**src/rtl/ysyx_22050550_mul_pkg.sv**
```systemverilog
// Shared definitions for the radix-4 Booth multiplier:
// FSM state encodings, the Booth digit type and the 3-bit recoder.
package ysyx_22050550_mul_pkg;

    localparam logic [1:0] ST_IDLE = 2'd0;
    localparam logic [1:0] ST_BUSY = 2'd1;
    localparam logic [1:0] ST_DONE = 2'd2;

    typedef enum logic [2:0] {
        BD_ZERO,
        BD_POS1,
        BD_POS2,
        BD_NEG1,
        BD_NEG2
    } booth_t;

    // Bits are {y[2i+1], y[2i], y[2i-1]}.
    function automatic booth_t booth_recode(input logic [2:0] b);
        booth_t r;
        case (b)
            3'b001, 3'b010: r = BD_POS1;
            3'b011:         r = BD_POS2;
            3'b100:         r = BD_NEG2;
            3'b101, 3'b110: r = BD_NEG1;
            default:        r = BD_ZERO;
        endcase
        return r;
    endfunction

endpackage

```
**src/rtl/ysyx_22050550_booth_step.sv**
```systemverilog
// One combinational Booth iteration: add the selected partial product
// into the accumulator's upper WM+1 bits, then shift right by 2.
// Ports: en_i (0 = pass acc through), digit_i, mcand_i (WM bits),
//        acc_i / acc_o (2*WM+1 bits).
module ysyx_22050550_booth_step
    import ysyx_22050550_mul_pkg::*;
#(
    parameter int WM = 66
) (
    input  logic          en_i,
    input  booth_t        digit_i,
    input  logic [WM-1:0] mcand_i,
    input  logic [2*WM:0] acc_i,
    output logic [2*WM:0] acc_o
);

    logic [WM:0] m1;
    logic [WM:0] m2;
    logic [WM:0] pp;
    logic [WM:0] hi;

    always_comb begin
        m1 = {mcand_i[WM-1], mcand_i};
        m2 = {mcand_i, 1'b0};
        pp = '0;
        case (digit_i)
            BD_POS1: pp = m1;
            BD_POS2: pp = m2;
            BD_NEG1: pp = -m1;
            BD_NEG2: pp = -m2;
            default: pp = '0;
        endcase
        hi = acc_i[2*WM:WM] + pp;
        if (en_i) begin
            acc_o = {{2{hi[WM]}}, hi, acc_i[WM-1:2]};
        end else begin
            acc_o = acc_i;
        end
    end

endmodule

```
**src/rtl/ysyx_22050550_booth_mult.sv**
```systemverilog
// Multi-cycle radix-4 Booth multiplier covering MUL/MULH/MULHSU/MULHU/MULW.
// Ports: clock, reset (async active-low); request io_Exu_MulValid/MulReady,
//        io_Exu_Flush, io_Exu_Mulw, io_Exu_MulSigned[1:0], operands;
//        result io_Exu_OutValid/OutReady, io_Exu_ResultH/ResultL.
module ysyx_22050550_booth_mult
    import ysyx_22050550_mul_pkg::*;
#(
    parameter int XLEN  = 64,
    parameter int STEPS = 1
) (
    input  logic            clock,
    input  logic            reset,
    input  logic            io_Exu_MulValid,
    output logic            io_Exu_MulReady,
    input  logic            io_Exu_Flush,
    input  logic            io_Exu_Mulw,
    input  logic [1:0]      io_Exu_MulSigned,
    input  logic [XLEN-1:0] io_Exu_Multiplicand,
    input  logic [XLEN-1:0] io_Exu_Multiplier,
    output logic            io_Exu_OutValid,
    input  logic            io_Exu_OutReady,
    output logic [XLEN-1:0] io_Exu_ResultH,
    output logic [XLEN-1:0] io_Exu_ResultL
);

    // Hardware is sized for normal mode; word mode uses the same datapath
    // with fewer digits, leaving the product offset by WM-34 bits.
    localparam int WM  = XLEN + 2;
    localparam int AW  = 2 * WM + 1;
    localparam int MW  = WM + 1 + 2 * STEPS;
    localparam int DN  = WM / 2;
    localparam int DW  = 17;
    localparam int CW  = $clog2(DN + 1);
    localparam int CN  = (DN + STEPS - 1) / STEPS;
    localparam int CWD = (DW + STEPS - 1) / STEPS;

    logic [1:0]      state_q, state_d;
    logic [CW-1:0]   cnt_q, cnt_d;
    logic [WM-1:0]   mcand_q, mcand_d;
    logic [MW-1:0]   mplier_q, mplier_d;
    logic [AW-1:0]   acc_q, acc_d;
    logic            word_q, word_d;
    logic [XLEN-1:0] resh_q, resh_d;
    logic [XLEN-1:0] resl_q, resl_d;

    logic [WM-1:0]   ext_a, ext_b;
    logic            word_in;
    logic [XLEN-1:0] map_h, map_l;
    logic [AW-1:0]   acc_nx;
    logic [CW-1:0]   cnt_last;
    logic            accept;

    logic [STEPS-1:0] en;
    booth_t           digit [STEPS];
    logic [AW-1:0]    chain [STEPS+1];

    logic unused_acc;
    assign unused_acc = ^acc_nx[AW-1:2*XLEN];

    logic sa, sb;
    assign sa = io_Exu_MulSigned[1];
    assign sb = io_Exu_MulSigned[0];

    if (XLEN >= 32) begin : g_word
        logic [63:0] pw;
        logic [WM-1:0] wa, wb, na, nb;
        assign word_in = io_Exu_Mulw;
        assign wa = {{(WM-32){sa & io_Exu_Multiplicand[31]}},
                     io_Exu_Multiplicand[31:0]};
        assign wb = {{(WM-32){sb & io_Exu_Multiplier[31]}},
                     io_Exu_Multiplier[31:0]};
        assign na = {{2{sa & io_Exu_Multiplicand[XLEN-1]}},
                     io_Exu_Multiplicand};
        assign nb = {{2{sb & io_Exu_Multiplier[XLEN-1]}},
                     io_Exu_Multiplier};
        assign ext_a = word_in ? wa : na;
        assign ext_b = word_in ? wb : nb;
        assign pw = acc_nx[WM-34 +: 64];
        assign map_l = word_q ? XLEN'($signed(pw[31:0]))
                              : acc_nx[XLEN-1:0];
        assign map_h = word_q ? XLEN'($signed(pw[63:32]))
                              : acc_nx[2*XLEN-1:XLEN];
    end else begin : g_noword
        logic unused_w;
        assign unused_w = io_Exu_Mulw;
        assign word_in = 1'b0;
        assign ext_a = {{2{sa & io_Exu_Multiplicand[XLEN-1]}},
                        io_Exu_Multiplicand};
        assign ext_b = {{2{sb & io_Exu_Multiplier[XLEN-1]}},
                        io_Exu_Multiplier};
        assign map_l = acc_nx[XLEN-1:0];
        assign map_h = acc_nx[2*XLEN-1:XLEN];
    end

    assign chain[0] = acc_q;
    assign acc_nx   = chain[STEPS];

    for (genvar k = 0; k < STEPS; k++) begin : g_step
        // Digits past the last one in the final cycle are bypassed.
        assign en[k] = (int'(cnt_q) * STEPS + k)
                       < (word_q ? DW : DN);
        assign digit[k] = booth_recode(mplier_q[2*k+2:2*k]);
        ysyx_22050550_booth_step #(
            .WM (WM)
        ) u_step (
            .en_i    (en[k]),
            .digit_i (digit[k]),
            .mcand_i (mcand_q),
            .acc_i   (chain[k]),
            .acc_o   (chain[k+1])
        );
    end

    assign cnt_last = word_q ? CW'(CWD - 1) : CW'(CN - 1);
    assign accept   = io_Exu_MulValid & ~io_Exu_Flush;

    always_comb begin
        state_d  = state_q;
        cnt_d    = cnt_q;
        mcand_d  = mcand_q;
        mplier_d = mplier_q;
        acc_d    = acc_q;
        word_d   = word_q;
        resh_d   = resh_q;
        resl_d   = resl_q;
        case (state_q)
            ST_IDLE: begin
                if (accept) begin
                    state_d  = ST_BUSY;
                    cnt_d    = '0;
                    acc_d    = '0;
                    mcand_d  = ext_a;
                    // Appended 0 is the implicit y[-1] of digit 0.
                    mplier_d = {{(2*STEPS){ext_b[WM-1]}}, ext_b, 1'b0};
                    word_d   = word_in;
                end
            end
            ST_BUSY: begin
                if (io_Exu_Flush) begin
                    state_d = ST_IDLE;
                end else begin
                    acc_d    = acc_nx;
                    mplier_d = MW'($signed(mplier_q) >>> (2 * STEPS));
                    cnt_d    = cnt_q + 1'b1;
                    if (cnt_q == cnt_last) begin
                        state_d = ST_DONE;
                        resh_d  = map_h;
                        resl_d  = map_l;
                    end
                end
            end
            ST_DONE: begin
                if (io_Exu_Flush || io_Exu_OutReady) begin
                    state_d = ST_IDLE;
                end
            end
            default: state_d = ST_IDLE;
        endcase
    end

    always_ff @(posedge clock or negedge reset) begin
        if (!reset) begin
            state_q  <= ST_IDLE;
            cnt_q    <= '0;
            mcand_q  <= '0;
            mplier_q <= '0;
            acc_q    <= '0;
            word_q   <= 1'b0;
            resh_q   <= '0;
            resl_q   <= '0;
        end else begin
            state_q  <= state_d;
            cnt_q    <= cnt_d;
            mcand_q  <= mcand_d;
            mplier_q <= mplier_d;
            acc_q    <= acc_d;
            word_q   <= word_d;
            resh_q   <= resh_d;
            resl_q   <= resl_d;
        end
    end

    assign io_Exu_MulReady = (state_q == ST_IDLE);
    assign io_Exu_OutValid = (state_q == ST_DONE);
    assign io_Exu_ResultH  = resh_q;
    assign io_Exu_ResultL  = resl_q;

endmodule

```
**config.mk**
```make
export PLATFORM = sky130hd
export DESIGN_NAME = ysyx_22050550_booth_mult
export DESIGN_NICKNAME = d
export VERILOG_FILES = /design/src/rtl/ysyx_22050550_mul_pkg.sv /design/src/rtl/ysyx_22050550_booth_step.sv /design/src/rtl/ysyx_22050550_booth_mult.sv
export SDC_FILE = /design/constraint.sdc
export NUM_CORES = 1
export LEC_CHECK = 0
export BUFFER_PORTS_ARGS = -buffer_cell sky130_fd_sc_hd__buf_4
export CAP_MARGIN = 30
export CORE_MARGIN = 2
export CORE_UTILIZATION = 47
export DETAILED_ROUTE_END_ITERATION = 12
export PLACE_DENSITY = 0.63
export SYNTH_ARGS = -nofsm -noshare
export SYNTH_HDL_FRONTEND = slang
export SYNTH_HIERARCHICAL = 1
export SYNTH_SLANG_ARGS = --single-unit
```
**constraint.sdc**
```tcl
create_clock -name clock -period 16.4 [get_ports clock]
set_input_delay 2.46 -clock clock [delete_from_list [all_inputs] [get_ports clock]]
set_output_delay 2.46 -clock clock [all_outputs]
set_load 0.02 [all_outputs]
```
# Word level (Yosys, flattened, before mapping)
# Cells that the tools add are included.
# classes
bitwise	7
eq_ne	18
mux	23
n_addsub	4
n_lt_le_gt_ge	1
n_reduce_logical	11
# ops
operator	n
$mux 133	3
$pmux 67 s4	1
$pmux 133 s2	1
$pmux 69 s2	1
$neg 67->67	2
$mux 66	2
$mux 69	1
$mux 68	1
$add 67x67->67	1
$mux 64	1
$mux 63	1
$mux 6	4
$eq 3x2->1 const B	4
$eq 3x3->1 const B	4
$pmux 3 s4	1
$pmux 6 s2	1
$reduce_and 3->1	4
$mux 2	4
$add 6x1->6 const B	1
$eq 3x1->1 const B	2
$eq 6x6->1	1
$lt 6x6->1	1
$pmux 2 s3	1
$and 1x1->1	5
other kinds (12)	16
# totals
output_inout_bits	130
input_bits	136
regBits	405
elab_cells	74

# Longest topological paths before layout
# Gate-level depths: netlist (run 1).
# depth
ltp_word	9
mapped_depth	26
mapped_depth_nobuf	25

# By module
# The synthesis (run 1) kept the hierarchy.
# modules_own_cells
module	seq_area_each_um2	instances	cells_each	area_each_um2
ysyx_22050550_booth_mult	10084.7	1	1704	17922.2
ysyx_22050550_booth_step	0.0	1	1305	8635.8

# Worst setup path before layout (run 1)
# Ideal clock, no wire load.
# synth_timing
path_kind	reg-to-reg
from	register mcand_q[0]
to	register resh_q[61], in the netlist io_Exu_ResultH[61]
n_path_buf	0
t_arrival_ps	5965
t_required_ps	16275
period_less_slack_ps	6090
setup_time_ps	125
stages_incl_launch_ff	25
setup_slack_ps	10310
path_cell_list	dfrtp_1 inv_1 ha_1 or3b_2 nand2b_1 or4_1 or3_1 or3_1 nand2_1 xor2_1 o22ai_1 ha_1 nand2_1 nor4_1 nand3_1 nand2_1 a21boi_0 o41ai_1 a31oi_1 o31ai_1 xor2_1 mux2_2 inv_1 o21ai_0 mux2_2
# synth_between
elab_chain_len	5
elab_cells_between_ends	6
cone_classes	add/sub (3); mux (3)
# synth_rtl
item	line	rtl
from (decl)	ysyx_22050550_booth_mult.sv:39	logic [WM-1:0] mcand_q, mcand_d;
from (signal assigned)	ysyx_22050550_booth_mult.sv:174	mcand_q <= mcand_d;
$neg 67->67, on equally long branches	ysyx_22050550_booth_step.sv:29, ysyx_22050550_booth_step.sv:30	
$pmux 67 s4 (*)	ysyx_22050550_booth_step.sv:26	case (digit_i)
$add 67x67->67 (*)	ysyx_22050550_booth_step.sv:33	hi = acc_i[2*WM:WM] + pp;
$mux 133 (*)	ysyx_22050550_booth_step.sv:34	if (en_i) begin
named net acc_nx[125]	ysyx_22050550_booth_mult.sv:49	logic [AW-1:0] acc_nx;
$mux 64 (*)	ysyx_22050550_booth_mult.sv:81	assign map_h = word_q ? XLEN'($signed(pw[63:32]))
to (signal assigned)	ysyx_22050550_booth_mult.sv:178	resh_q <= resh_d;
to (decl)	ysyx_22050550_booth_mult.sv:43	logic [XLEN-1:0] resh_q, resh_d;
# Mark *: on every way through the listed nets, which the timed path passes. The rest lies on a longest branch. The select of a mux whose other input is x is not followed.
# A chain may end at the register's enable or synchronous reset.

==> summary by stage, run 1 <==
Outcome
The flow ran to the end, and the final reports show no timing, DRC or antenna violations.

Timing
Derived from the worst setup path, the maximum achievable clock frequency is 0.133 GHz. The max-slew violation total from the final report was 0. The pin slew with the least headroom to its limit is 1.08 ns.

The worst relative slew slack is 28.2%. The number of hold violations in the final report was 0. The worst-case hold slack is 0.491 ns. The share of the cycle needed by the critical path after routing is 45.8%.

Setup repair after global routing left no endpoint under its margin. Setup violations remaining at the end of the flow were counted as 0. After layout, the minimum clock period comes to 7.52 ns. The post-route setup TNS is 0 ns. The clock skew after layout is 0.0317 ns.

Logic synthesis
The post-synthesis compound-gate area fraction is 22.5%. The post-synthesis mux area share is 13.3%. In this run, synthesis inferred 0 flip-flops with an integrated enable.

Counting flops with an async set or reset pin after synthesis yields a share of 100%. Of the total synthesized cell area, the portion taken by full adders, half adders and majority gates is 3.47%. The synthesized-area fraction occupied by xor and xnor cells is 4.19%. The cell count after synthesis came out at 3009. The mapped netlist covers 0.0266 sq mm. The primary flip-flop cell chosen by synthesis mapping is sky130_fd_sc_hd__dfrtp_1. The Yosys step of the flow raised 6 warnings. The synthesized area divided by synthesized cell count is 8.83 sq um. Counting flops and latches in the post-synthesis netlist gives 403. Synthesis produced a netlist with a net count of approximately 3200.

The distinct cell type count after synthesis is 72. For this run, the register share of the synthesized area comes to 38.0%. The post-synthesis simple-gate area fraction is 13.2%. The dominant combinational cell family by area after synthesis is compound AO/OA/AOI/OAI gates.

Hold path
Along the worst hold path, the cell count comes to 1. The startpoint identified for the worst hold timing path is mplier_q[39]. The end of the worst hold path is mplier_q[39].

The tightest min-delay check is of the flop to flop type.

Pwr
Of the total power, combinational logic draws 46.0%. The switching power as a share of total power is around 42%. The sequential power share is 30.5%. The cell-internal power is 0.00269 W. The clock power share is 23.5%.

The total power divided by cell area is between 150 and 200 mW/mm^2. The analysis attributes to net switching a power of approximately 0.0020 W. The worst-case IR drop observed on VDD is 0.108 mV. The leakage power is 13.9 nW.

Clock tree
Gates resized during post-CTS repair numbered 0. The number of buffers created by CTS is 46. The maximum number of buffers from clock root to sink is 3. TritonCTS built the clock tree. In this run the clock root is driven by a sky130_fd_sc_hd__clkbuf_16. The H-tree depth is 2. The cts-stage hold buffer count is 0. After clock tree synthesis, the clock-pin slew on the worst setup and hold paths is 0.06 ns. Post-CTS timing repair inserted 0 buffers for setup. CTS saw 403 sinks.

The clock latency on the worst-skew pair is a little over 0.6 ns.

Critical path
The critical register-to-register path startpoint is mplier_q[1]. The worst-path maximum fanout is 108. The worst setup path is captured at a flop.

The count of buffer and inverter cells on the critical path is 5. In this run the critical register-to-register path is captured at io_Exu_ResultH[61]. Counting stages on the worst path, the most repeated cell is sky130_fd_sc_hd__buf_4. Among cell families on the critical path, the largest total delay comes from compound AO/OA/AOI/OAI gates.

STA puts the critical path data required time at between 15 and 20 ns. The worst-case register-to-register setup slack is 8.88 ns. For the worst flop-to-flop path, the logic depth is 25.

On the worst path, the slowest cell contributes a delay of 0.74 ns. The worst setup path is launched from a flop. The slowest stage of the critical path belongs to the cell sky130_fd_sc_hd__buf_4.

The data arrival time of the critical path is about 8 ns. The category of the most critical setup path is flop to flop.

Global routing
The wire length of the first global-routing pass is 128000 um. The total overflow reported by the global router is 0. The via count of the first global-routing pass is 22515. Entering global routing, the biggest net connects 163 pins.

The total global-route track usage is a little over a quarter. The number of antenna violations at the first check in global routing is 0.

Floorplanning
The floorplan step set the die height to 242 um. The floorplan core area is 0.0562 sq mm. For this configuration, the core starts out at a cell density of between 40 and 50%. In this run the count of I/O pins placed on the die edge is 266. Row generation in the floorplan step produced just under 90 rows. The area of the die is 0.0584 sq mm. The die is about 240 um wide.

Finish
Relative to the synthesized area, the layout overhead comes to 15.1%. For this run, the post-layout net count is ~3300. In the final layout, the multi-input gates occupy ~0.015 sq mm.

The top cell types in the final layout, fill and taps aside, are sky130_fd_sc_hd__o21ai_0, sky130_fd_sc_hd__dfrtp_1, sky130_fd_sc_hd__nand2_1. The library cell used most frequently in the layout, excluding fill and tap cells, is sky130_fd_sc_hd__o21ai_0. The total of fill cells in the finished design is 5205. The area occupied by registers is 0.0101 sq mm. The repair_antennas step left the layout with diodes totalling 0.

The share of cells above drive strength 1 is ~23%.

Route
The final antenna-violating net count is 0. Dividing the detail-routed wire length by the instance count gives about 20 um. The average via count per standard cell is 5.96. For this run, the detailed router's first-pass iteration total came to 8. After detailed routing, the number of remaining DRC violations is 0. After the first detailed-routing iteration, the DRC count stood at approximately 2200. The via count is 23286. Summed over all layers, the routed wires come to around 80000 um.

Place
The last weighted congestion value of the routability-driven placer is between 0.8 and 0.9. The number of port buffers is 265. The detailed-placement wirelength estimate is 54100 um.

Flow run
The count of max-cap constraint violations is 0.
-- routing by layer --
layer | global-route usage, % | share of wire (%)
met4 | 6.57 | 2.0
met3 | 4.53 | 6.0
met1 | 38.8 | 47
met2 | 41.6 | 45
met5 | 0 | 0
-- flip-flops by register name (all words and copies together), names as in the netlist --
register        cells
acc_q             133
mplier_q           68
mcand_q            65
io_Exu_ResultH     64
io_Exu_ResultL     64
cnt_q               6
state_q             2
word_q              1
-- metrics by stage --
step                      total power, W  worst slack (ns)  util (%)  instance area (sq um)  cells
final                            0.00466              8.88      54.4                  30600   3907
after global routing             0.00496              8.31      54.4                  30600   3907
after CTS                        0.00466              9.03      54.3                  30500   3904
after detailed placement         0.00355              9.08      51.4                  28900   3823
after global placement           0.00352              9.20      51.3                  28800   3821
after floorplan                  0.00286             10.31         -                  26600   3009
-- area by class of cell --
type	instances	area share, %
Inverter	128	1.57
Clock inverter	18	0.933
Timing Repair Buffer	298	7.71
Multi-Input combinational cell	2241	49.4
Clock buffer	63	4.30
Tap cell	756	3.09
Sequential cell	403	33.0
-- cell families (layout without fill, tap and decap cells) --
kind of cell / count (synthesis) / in the layout
simple gates: 731 / 731
mux: 317 / 317
fa+ha+maj: 73 / 73
buf+inv: 365 / 507
compound gates: 993 / 993
flops: 403 / 403
xor+xnor: 127 / 127
-- power by group through the flow --
stage	clock [W]	sequential [W]	combinational, W
2_1_floorplan	0	0.00144	0.00142
3_3_place_gp	0	0.00143	0.00209
3_5_place_dp	0	0.00143	0.00212
4_1_cts	0.00112	0.00142	0.00213
5_1_grt	0.00116	0.00145	0.00234
6_report	0.00109	0.00142	0.00214
-- how the worst max path moves through the flow --
stage / startpoint / endpoint / slack, ns / depth (start not counted)
2_1_floorplan: mcand_q[0] / io_Exu_ResultH[61] / 10.31 / 24
3_3_place_gp: mplier_q[1] / io_Exu_ResultH[61] / 9.20 / 25
6_report: mplier_q[1] / io_Exu_ResultH[61] / 8.88 / 25
5_1_grt: mplier_q[1] / io_Exu_ResultH[61] / 8.31 / 25
3_5_place_dp: mplier_q[1] / io_Exu_ResultH[61] / 9.08 / 25
4_1_cts: mplier_q[1] / io_Exu_ResultH[61] / 9.03 / 25
-- cells in the mapped netlist (14+ instances only) --
cell type,n,area (sq um)
sky130_fd_sc_hd__a21o_1,40,300
sky130_fd_sc_hd__a21oi_1,132,661
sky130_fd_sc_hd__a22oi_1,55,413
sky130_fd_sc_hd__a31oi_1,45,282
sky130_fd_sc_hd__buf_1,14,52.6
sky130_fd_sc_hd__buf_2,27,135
sky130_fd_sc_hd__clkbuf_1,188,706
sky130_fd_sc_hd__dfrtp_1,403,10100
sky130_fd_sc_hd__ha_1,72,901
sky130_fd_sc_hd__inv_1,127,477
sky130_fd_sc_hd__mux2_2,280,3150
sky130_fd_sc_hd__mux2i_1,35,350
sky130_fd_sc_hd__nand2_1,347,1300
sky130_fd_sc_hd__nand2b_1,50,313
sky130_fd_sc_hd__nand3_1,24,120
sky130_fd_sc_hd__nand4_1,21,131
sky130_fd_sc_hd__nor2_1,111,417
sky130_fd_sc_hd__nor3_1,24,120
sky130_fd_sc_hd__nor3b_1,35,263
sky130_fd_sc_hd__o21ai_0,469,2350
sky130_fd_sc_hd__o21bai_1,17,128
sky130_fd_sc_hd__o22ai_1,60,375
sky130_fd_sc_hd__o31ai_1,80,601
sky130_fd_sc_hd__o31ai_2,29,363
sky130_fd_sc_hd__or3_1,47,294
sky130_fd_sc_hd__or4_1,16,120
sky130_fd_sc_hd__xnor2_1,47,412
sky130_fd_sc_hd__xor2_1,80,701
No activity file was read; power rests on OpenSTA's default activity.
==> run 2: changes to the inputs <==
==> constraint.sdc (replaced) <==
create_clock -name clock -period 7.02 [get_ports clock]
set_input_delay 1.053 -clock clock [delete_from_list [all_inputs] [get_ports clock]]
set_output_delay 1.053 -clock clock [all_outputs]
set_load 0.02 [all_outputs]
==> summary by stage, run 2 (synthesis gave the netlist of run 1 again) <==
Route
Wires add up to 78700 um. The final routed DRC violation total is 0. In this run the remaining antenna-violating nets after routing total 0. For this run, the detailed router's first-pass iteration total came to 5. The average wire per standard cell is 20.0 um.

The iteration-0 DRC count of the detailed router is 1806. Dividing the detail-routed via count by the number of cells gives 5.90. Summing over every cut layer, the via total after detailed routing is between 20000 and 25000.

Floorplanning
After floorplanning, the core was sized to cover 0.0562 sq mm. The initial utilization of the core area, before any placement, comes to 47.3%. The floorplan step set the die width to approximately 240 um.

The area of the die is between 0.05 and 0.06 sq mm. From bottom edge to top edge, the die measures 242 um. The boundary pin count is about 270. The floorplan has between 80 and 90 rows.

Critical path
The cell that appears most often on the critical path is sky130_fd_sc_hd__or3_1. STA puts the critical path data arrival time at 7.13 ns. On the critical path the largest part of the delay comes from simple AND/OR/NAND/NOR gates. The count of buffer and inverter cells on the critical path is 3.

The category of the most critical setup path is flop to flop. The category of the worst setup path capture point is a flop. Of all nets on the critical path, the largest fanout is 6. The startpoint type of the worst setup path is a flop. For this design, the slowest cell found on the critical path is sky130_fd_sc_hd__or3b_2. On the worst path, the slowest cell contributes a delay of ~0.52 ns. The data required time at the worst endpoint is 7.50 ns.

Timing
Static timing analysis puts the maximum clock frequency at between 0.15 and 0.2 GHz. Clock skew on the completed layout was measured at between 0.02 and 0.025 ns. Setup violations remaining at the end of the flow were counted as 0. The max-slew violation total from the final report is 0. For the pin with the worst max-slew slack, the measured transition is 1.05 ns.

The worst pin sits at a relative slew slack of 30.1%. The number of hold violations in the final report was 0. Of the available clock period, the critical path in the final layout requires 94.8%. The clock period could shrink to 6.66 ns.

Setup repair after global routing could not meet its margin everywhere.

Pwr
The analysis attributes to cell leakage a power of ~14 nW. The total power divided by cell area is 355 mW/mm^2. The worst-case vdd ir drop is ~0.18 mV.

Clock tree
No sink is reached through more buffers than the 3 on the longest clock path. Clock latency on the worst-skew pair, taken at its later pin, is just over 0.6 ns. The clock tree root driver cell is sky130_fd_sc_hd__clkbuf_16. The sink count of the clock tree is 403.

The H-tree depth is 2. TritonCTS built the clock tree. The clock-pin slew on the worst setup and hold paths is around 0.050 ns. The number of buffers created by CTS is 47.

Global routing
The number of antenna violations at the first check in global routing is 3. In the global route stage, overall resource usage came out at between 20% and 30%. The via count of the first global-routing pass is 22504.

The wire length of the first global-routing pass is 126000 um. Entering global routing, the biggest net connects between 100 and 150 pins. After global routing the overflow that remains totals 0.

Finish
The flip-flop count of the largest register, all copies and words added is ~130. The post-layout instance count excluding filler cells is 3931. The register with the most flip-flops in the final layout is acc_q.

The design area is between 0.03 and 0.04 sq mm. Compared with the post-synthesis result, the final layout area differs by 16.4%. The number of antenna diodes in the final layout is 0.

The final layout contains 3351 nets. The largest registers in the layout are acc_q x133, mplier_q x68, mcand_q x65. The top cell types in the final layout, fill and taps aside, are sky130_fd_sc_hd__o21ai_0, sky130_fd_sc_hd__dfrtp_1, sky130_fd_sc_hd__nand2_1. The library cell used most frequently in the layout, excluding fill and tap cells, is sky130_fd_sc_hd__o21ai_0. The share of cells above drive strength 1 is between 20% and 30%.

Outcome
The run finished with clean final reports.

Place
The congestion estimate from routability-driven global placement came to 0.900. Input and output buffers added on the ports amount to 265. The instance count after placement with tap cells included is around 3800. In this run the cell area measured after placement is 0.0291 sq mm. Summed over all nets, the half-perimeter wirelength after detailed placement is 53300 um.

Hold path
The class of the most critical hold timing path is input port to asynchronous set/reset pin.

Flow run
The tool flagged a number of max-cap violations equal to 0.
[run 2: cell types whose count changed in the layout (fill, tap and decap cells not counted), moves of 2 or more]
| cell | previous run | this run |
|---|---|---|
| sky130_fd_sc_hd__bufinv_16 | 5 | 7 |
| sky130_fd_sc_hd__clkinv_2 | 7 | 4 |
| sky130_fd_sc_hd__o21ai_1 | 13 | 15 |
| sky130_fd_sc_hd__nor4_1 | 9 | 6 |
| sky130_fd_sc_hd__nor4_2 | 0 | 3 |
| sky130_fd_sc_hd__buf_4 | 291 | 311 |
| sky130_fd_sc_hd__o21ai_0 | 468 | 466 |
| sky130_fd_sc_hd__o31ai_2 | 29 | 31 |
| sky130_fd_sc_hd__buf_12 | 1 | 3 |
| sky130_fd_sc_hd__o31ai_1 | 80 | 78 |
[run 2: timing repair]
action | 4_1_cts | 5_1_grt
hold buffers | 0 | 0
resized for setup | 0 | 12
hold endpoints to repair | 0 | 0
setup buffers | 0 | 1
endpoints found under the setup margin | 0 | 12
[run 2: layout make-up]
cell class,instances,area [sq um]
Multi-Input combinational cell,2241,15200
Clock inverter,17,334
Clock buffer,65,1340
Sequential cell,403,10100
Inverter,128,480
Timing Repair Buffer,321,2570
Tap cell,756,946
Fill cell,5122,25200
[run 2: power by group]
group | switching [W] | leakage, nW | internal [W]
combinational | 0.00301 | 7.85 | 0.00200
clock | 0.00104 | 0.815 | 0.00160
sequential | 0.000485 | 5.36 | 0.00283
[run 2: stage by stage]
stage	hold WS, ns	setup TNS [ns]	total power, W	utilization (%)	setup slack (ns)
after floorplan	0.440	0	0.00669	-	0.930
after global placement	0.465	0	0.00818	51.6	0.303
after detailed placement	0.481	0	0.00827	51.9	0.204
after CTS	0.461	0	0.0110	54.8	0.158
final	0.444	0	0.0110	55.1	0.365
after global routing	0.484	-0.0609	0.0117	55.1	-0.0517
[run 2: worst paths after layout]
path / start / to / slack (ns) / depth (start not counted)
hold reg to reg: mplier_q[39] / mplier_q[39] / 0.49 / 1
hold / removal: reset / mcand_q[17] / 0.44 / 1
max in group asynchronous: reset / acc_q[39] / 5.17 / 2
setup reg to reg: mcand_q[0] / io_Exu_ResultH[59] / 0.36 / 26
min in group clock: mplier_q[39] / mplier_q[39] / 0.49 / 1
setup / recovery: mcand_q[0] / io_Exu_ResultH[59] / 0.36 / 26
[run 2: layer usage]
layer	up-vias	GRT usage [%]	routed length, um
li1	11038	-	-
met1	11391	37.1	35400
met2	649	41.4	36200
met3	110	4.93	5030
met4	2	7.77	2030
met5	-	0	12
==> run 3: changes to the inputs <==
==> constraint.sdc (replaced) <==
create_clock -name clock -period 7.02 [get_ports clock]
set_input_delay 0.702 -clock clock [delete_from_list [all_inputs] [get_ports clock]]
set_output_delay 0.702 -clock clock [all_outputs]
set_load 0.02 [all_outputs]
==> summary by stage, run 3 (synthesis gave the netlist of run 1 again) <==
Timing
The worst relative slew slack is 28.7%. The worst setup margin is ~0.33 ns. Summed over all failing endpoints, the final setup total negative slack is 0 ns. The max-slew violation total from the final report is 0.

At the pin with the least slew margin, the transition time is roughly 1.1 ns. The routed design could run at a clock period as short as 6.69 ns. The peak clock frequency supported by timing is 0.150 GHz.

The total setup violations reported at the end of the flow is 0. Clock skew on the completed layout was measured at 0.0128 ns. The number of hold violations in the final report is 0. The final critical path takes up 95.2% of the cycle.

Critical path
The worst-case register-to-register setup slack is 0.33 ns. The data required time at the worst endpoint is 7.51 ns. The worst setup path is captured at a flop. For the worst flop-to-flop path, the logic depth is 26. The worst-path maximum fanout is 6. The critical path starts at mcand_q[0].

The startpoint identified for the worst register-to-register timing path is mcand_q[0]. The worst setup path is launched from a flop. The endpoint of the worst register-to-register path is io_Exu_ResultH[57]. The data arrival time of the critical path is 7.18 ns. The end of the critical path is io_Exu_ResultH[57]. By startpoint and endpoint, the worst setup path is classified as flop to flop.

Clock tree
Clock-pin slew was measured on the worst setup and hold paths at 0.06 ns. The clock drives 403 sinks. The H-tree depth is 2.

For the worst-skew pair, the clock arrives at the later sink with an insertion delay of just over 0.6 ns. The maximum number of buffers from clock root to sink is 3. The number of buffers created by CTS is 48. The CTS tree is done. The clock tree root driver cell is sky130_fd_sc_hd__clkbuf_16.

Global routing
The number of antenna violations at the first check in global routing was 0. The via count of the first global-routing pass was between 20000 and 25000. The first global-routing pass estimated ~130000 um of wire. Across every metal layer, demand over resource in global routing totals between 20% and 30%. The total overflow reported by the global router is 0. Entering global routing, the biggest net connects 113 pins.

Pwr
The total power divided by cell area is 354 mW/mm^2. The cell-internal power is 0.00636 W. The switching power is 0.00457 W. The combinational group share of total power is 45.6%. The share of total power dissipated in sequential elements is 30.4%. In this run, the clock network consumes 24.0% of the power. IR analysis of the VDD net gives a maximum drop of approximately 0.20 mV. The switching power as a share of total power is 41.8%. The leakage power is approximately 14 nW.

Finish
In the final design database the tool counted 3351 nets. In the final layout, the registers with the most flip-flops are acc_q x133, mplier_q x68, mcand_q x65. Once layout is done, the placed cells without fillers occupy between 0.03 and 0.04 sq mm.

The layout overhead on the synthesized area is 16.3%. The register with the most flip-flops in the layout has 133 of them. In the layout the commonest cells are sky130_fd_sc_hd__o21ai_0, sky130_fd_sc_hd__dfrtp_1, sky130_fd_sc_hd__nand2_1. Cells with a size suffix above 1 make up 23.4% of the layout. Counting flops per register, the top entry is acc_q. The leading cell type in the layout, fill and taps excluded is sky130_fd_sc_hd__o21ai_0.

Hold path
The min-delay analysis places its worst path in the category input port to asynchronous set/reset pin.

Floorplanning
The floorplan step set the die height to 242 um. After floorplanning, the core was sized to cover 0.0562 sq mm. During I/O placement, the number of pins put on the boundary was 266. Once the floorplan was initialized, standard cells occupied a little under half of the core. After floorplanning, the core was divided into 87 placement rows.

The area of the die is 0.0584 sq mm. The chip width is approximately 240 um.

Route
The count of nets left with antenna violations once routing finished came out at 0. The detailed-routing iteration count for the pre-antenna-repair pass is 6. The iteration-0 DRC count of the detailed router is 1850. The average wire per standard cell is 20.0 um. The total detailed-routing wirelength is 79000 um. The final routed DRC violation total is 0. Across all layers, the routed design uses between 20000 and 25000 vias. Dividing the detail-routed via count by the number of cells gives 5.90.

Place
The placed instance area is 0.0291 sq mm. The pre-CTS setup slack is roughly 0.24 ns. The number of port buffers is 265. Routability-driven placement finished with a final weighted congestion of approximately 0.90. The detailed-placement wirelength estimate is 53200 um.

Outcome
The flow ran to the end, and the final reports show no timing, DRC or antenna violations.

Flow run
The count of max-cap constraint violations is 0.
==> run 3: cell count changes in the layout (fill, tap and decap cells not counted), sizes merged <==
cell      delta
buf          -1
clkinvlp     +5
diode        +1
clkbuf       +6
bufinv       -3
==> run 3: area by class of cell <==
type | count | area (sq um)
flip-flops and latches | 403 | 10100
inverters | 128 | 480
clock buffers | 71 | 1400
repair buffers | 320 | 2540
fillers | 5115 | 25300
well taps | 756 | 946
multi-input cells | 2241 | 15200
clock inverters | 19 | 272
diodes | 1 | 2.50
==> run 3: worst min path at each step <==
stage,cells after the start,to,from
2_1_floorplan,0,acc_q[0],reset
3_3_place_gp,2,mplier_q[68],mplier_q[68]
3_5_place_dp,2,mplier_q[68],mplier_q[68]
4_1_cts,1,mcand_q[16],reset
5_1_grt,1,mcand_q[17],reset
6_report,1,mcand_q[17],reset
==> run 3: repair_timing <==
item | CTS | global route
resized for setup | 0 | 12
hold buffers | 0 | 0
endpoints found under the setup margin | 0 | 13
buffers inserted | 0 | 0
==> run 3: power groups by stage <==
| stage | Sequential [W] | Clock (W) | Combinational, W |
|---|---|---|---|
| after detailed placement | 0.00334 | 0 | 0.00492 |
| after floorplan | 0.00336 | 0 | 0.00333 |
| final | 0.00332 | 0.00262 | 0.00499 |
| after global placement | 0.00333 | 0 | 0.00485 |
| after global routing | 0.00339 | 0.00278 | 0.00546 |
| after CTS | 0.00331 | 0.00269 | 0.00494 |
==> run 3: metrics by stage <==
stage / power (W) / cells / hold slack [ns] / util [%]
floorplan: 0.00669 / 3009 / 0.406 / -
global placement: 0.00817 / 3842 / 0.465 / 51.6
detailed placement: 0.00826 / 3846 / 0.476 / 51.8
CTS: 0.0109 / 3936 / 0.172 / 54.8
global route: 0.0116 / 3938 / 0.172 / 55.0
finish: 0.0109 / 3939 / 0.125 / 55.0
==> run 3: worst max-delay path: stages, from the launching register on <==
cell                        delay, ns
sky130_fd_sc_hd__dfrtp_1         0.43
sky130_fd_sc_hd__inv_1           0.11
sky130_fd_sc_hd__ha_1            0.19
sky130_fd_sc_hd__or3b_2          0.51
sky130_fd_sc_hd__nand2b_1        0.19
sky130_fd_sc_hd__or4_1           0.47
sky130_fd_sc_hd__or3_1           0.38
sky130_fd_sc_hd__or3_1           0.40
sky130_fd_sc_hd__nand2_1         0.11
sky130_fd_sc_hd__xor2_1          0.15
sky130_fd_sc_hd__o22ai_1         0.12
sky130_fd_sc_hd__ha_1            0.40
sky130_fd_sc_hd__a21oi_1         0.25
sky130_fd_sc_hd__o211ai_1        0.15
sky130_fd_sc_hd__o2bb2ai_1       0.28
sky130_fd_sc_hd__nand2_1         0.19
sky130_fd_sc_hd__a21boi_0        0.41
sky130_fd_sc_hd__o41ai_1         0.14
sky130_fd_sc_hd__buf_4           0.17
sky130_fd_sc_hd__a31oi_1         0.36
sky130_fd_sc_hd__buf_4           0.20
sky130_fd_sc_hd__o21bai_1        0.09
sky130_fd_sc_hd__xor2_1          0.14
sky130_fd_sc_hd__mux2_2          0.27
sky130_fd_sc_hd__inv_1           0.08
sky130_fd_sc_hd__o21ai_0         0.08
sky130_fd_sc_hd__mux2_2          0.30
==> run 3: layer usage <==
layer | vias up | track usage, % | routed length, um
met2 | 689 | 41.9 | 36300
met3 | 111 | 5.22 | 5290
met5 | - | 0 | 0
li1 | 11050 | - | -
met1 | 11400 | 37.4 | 35900
met4 | 0 | 5.86 | 1540
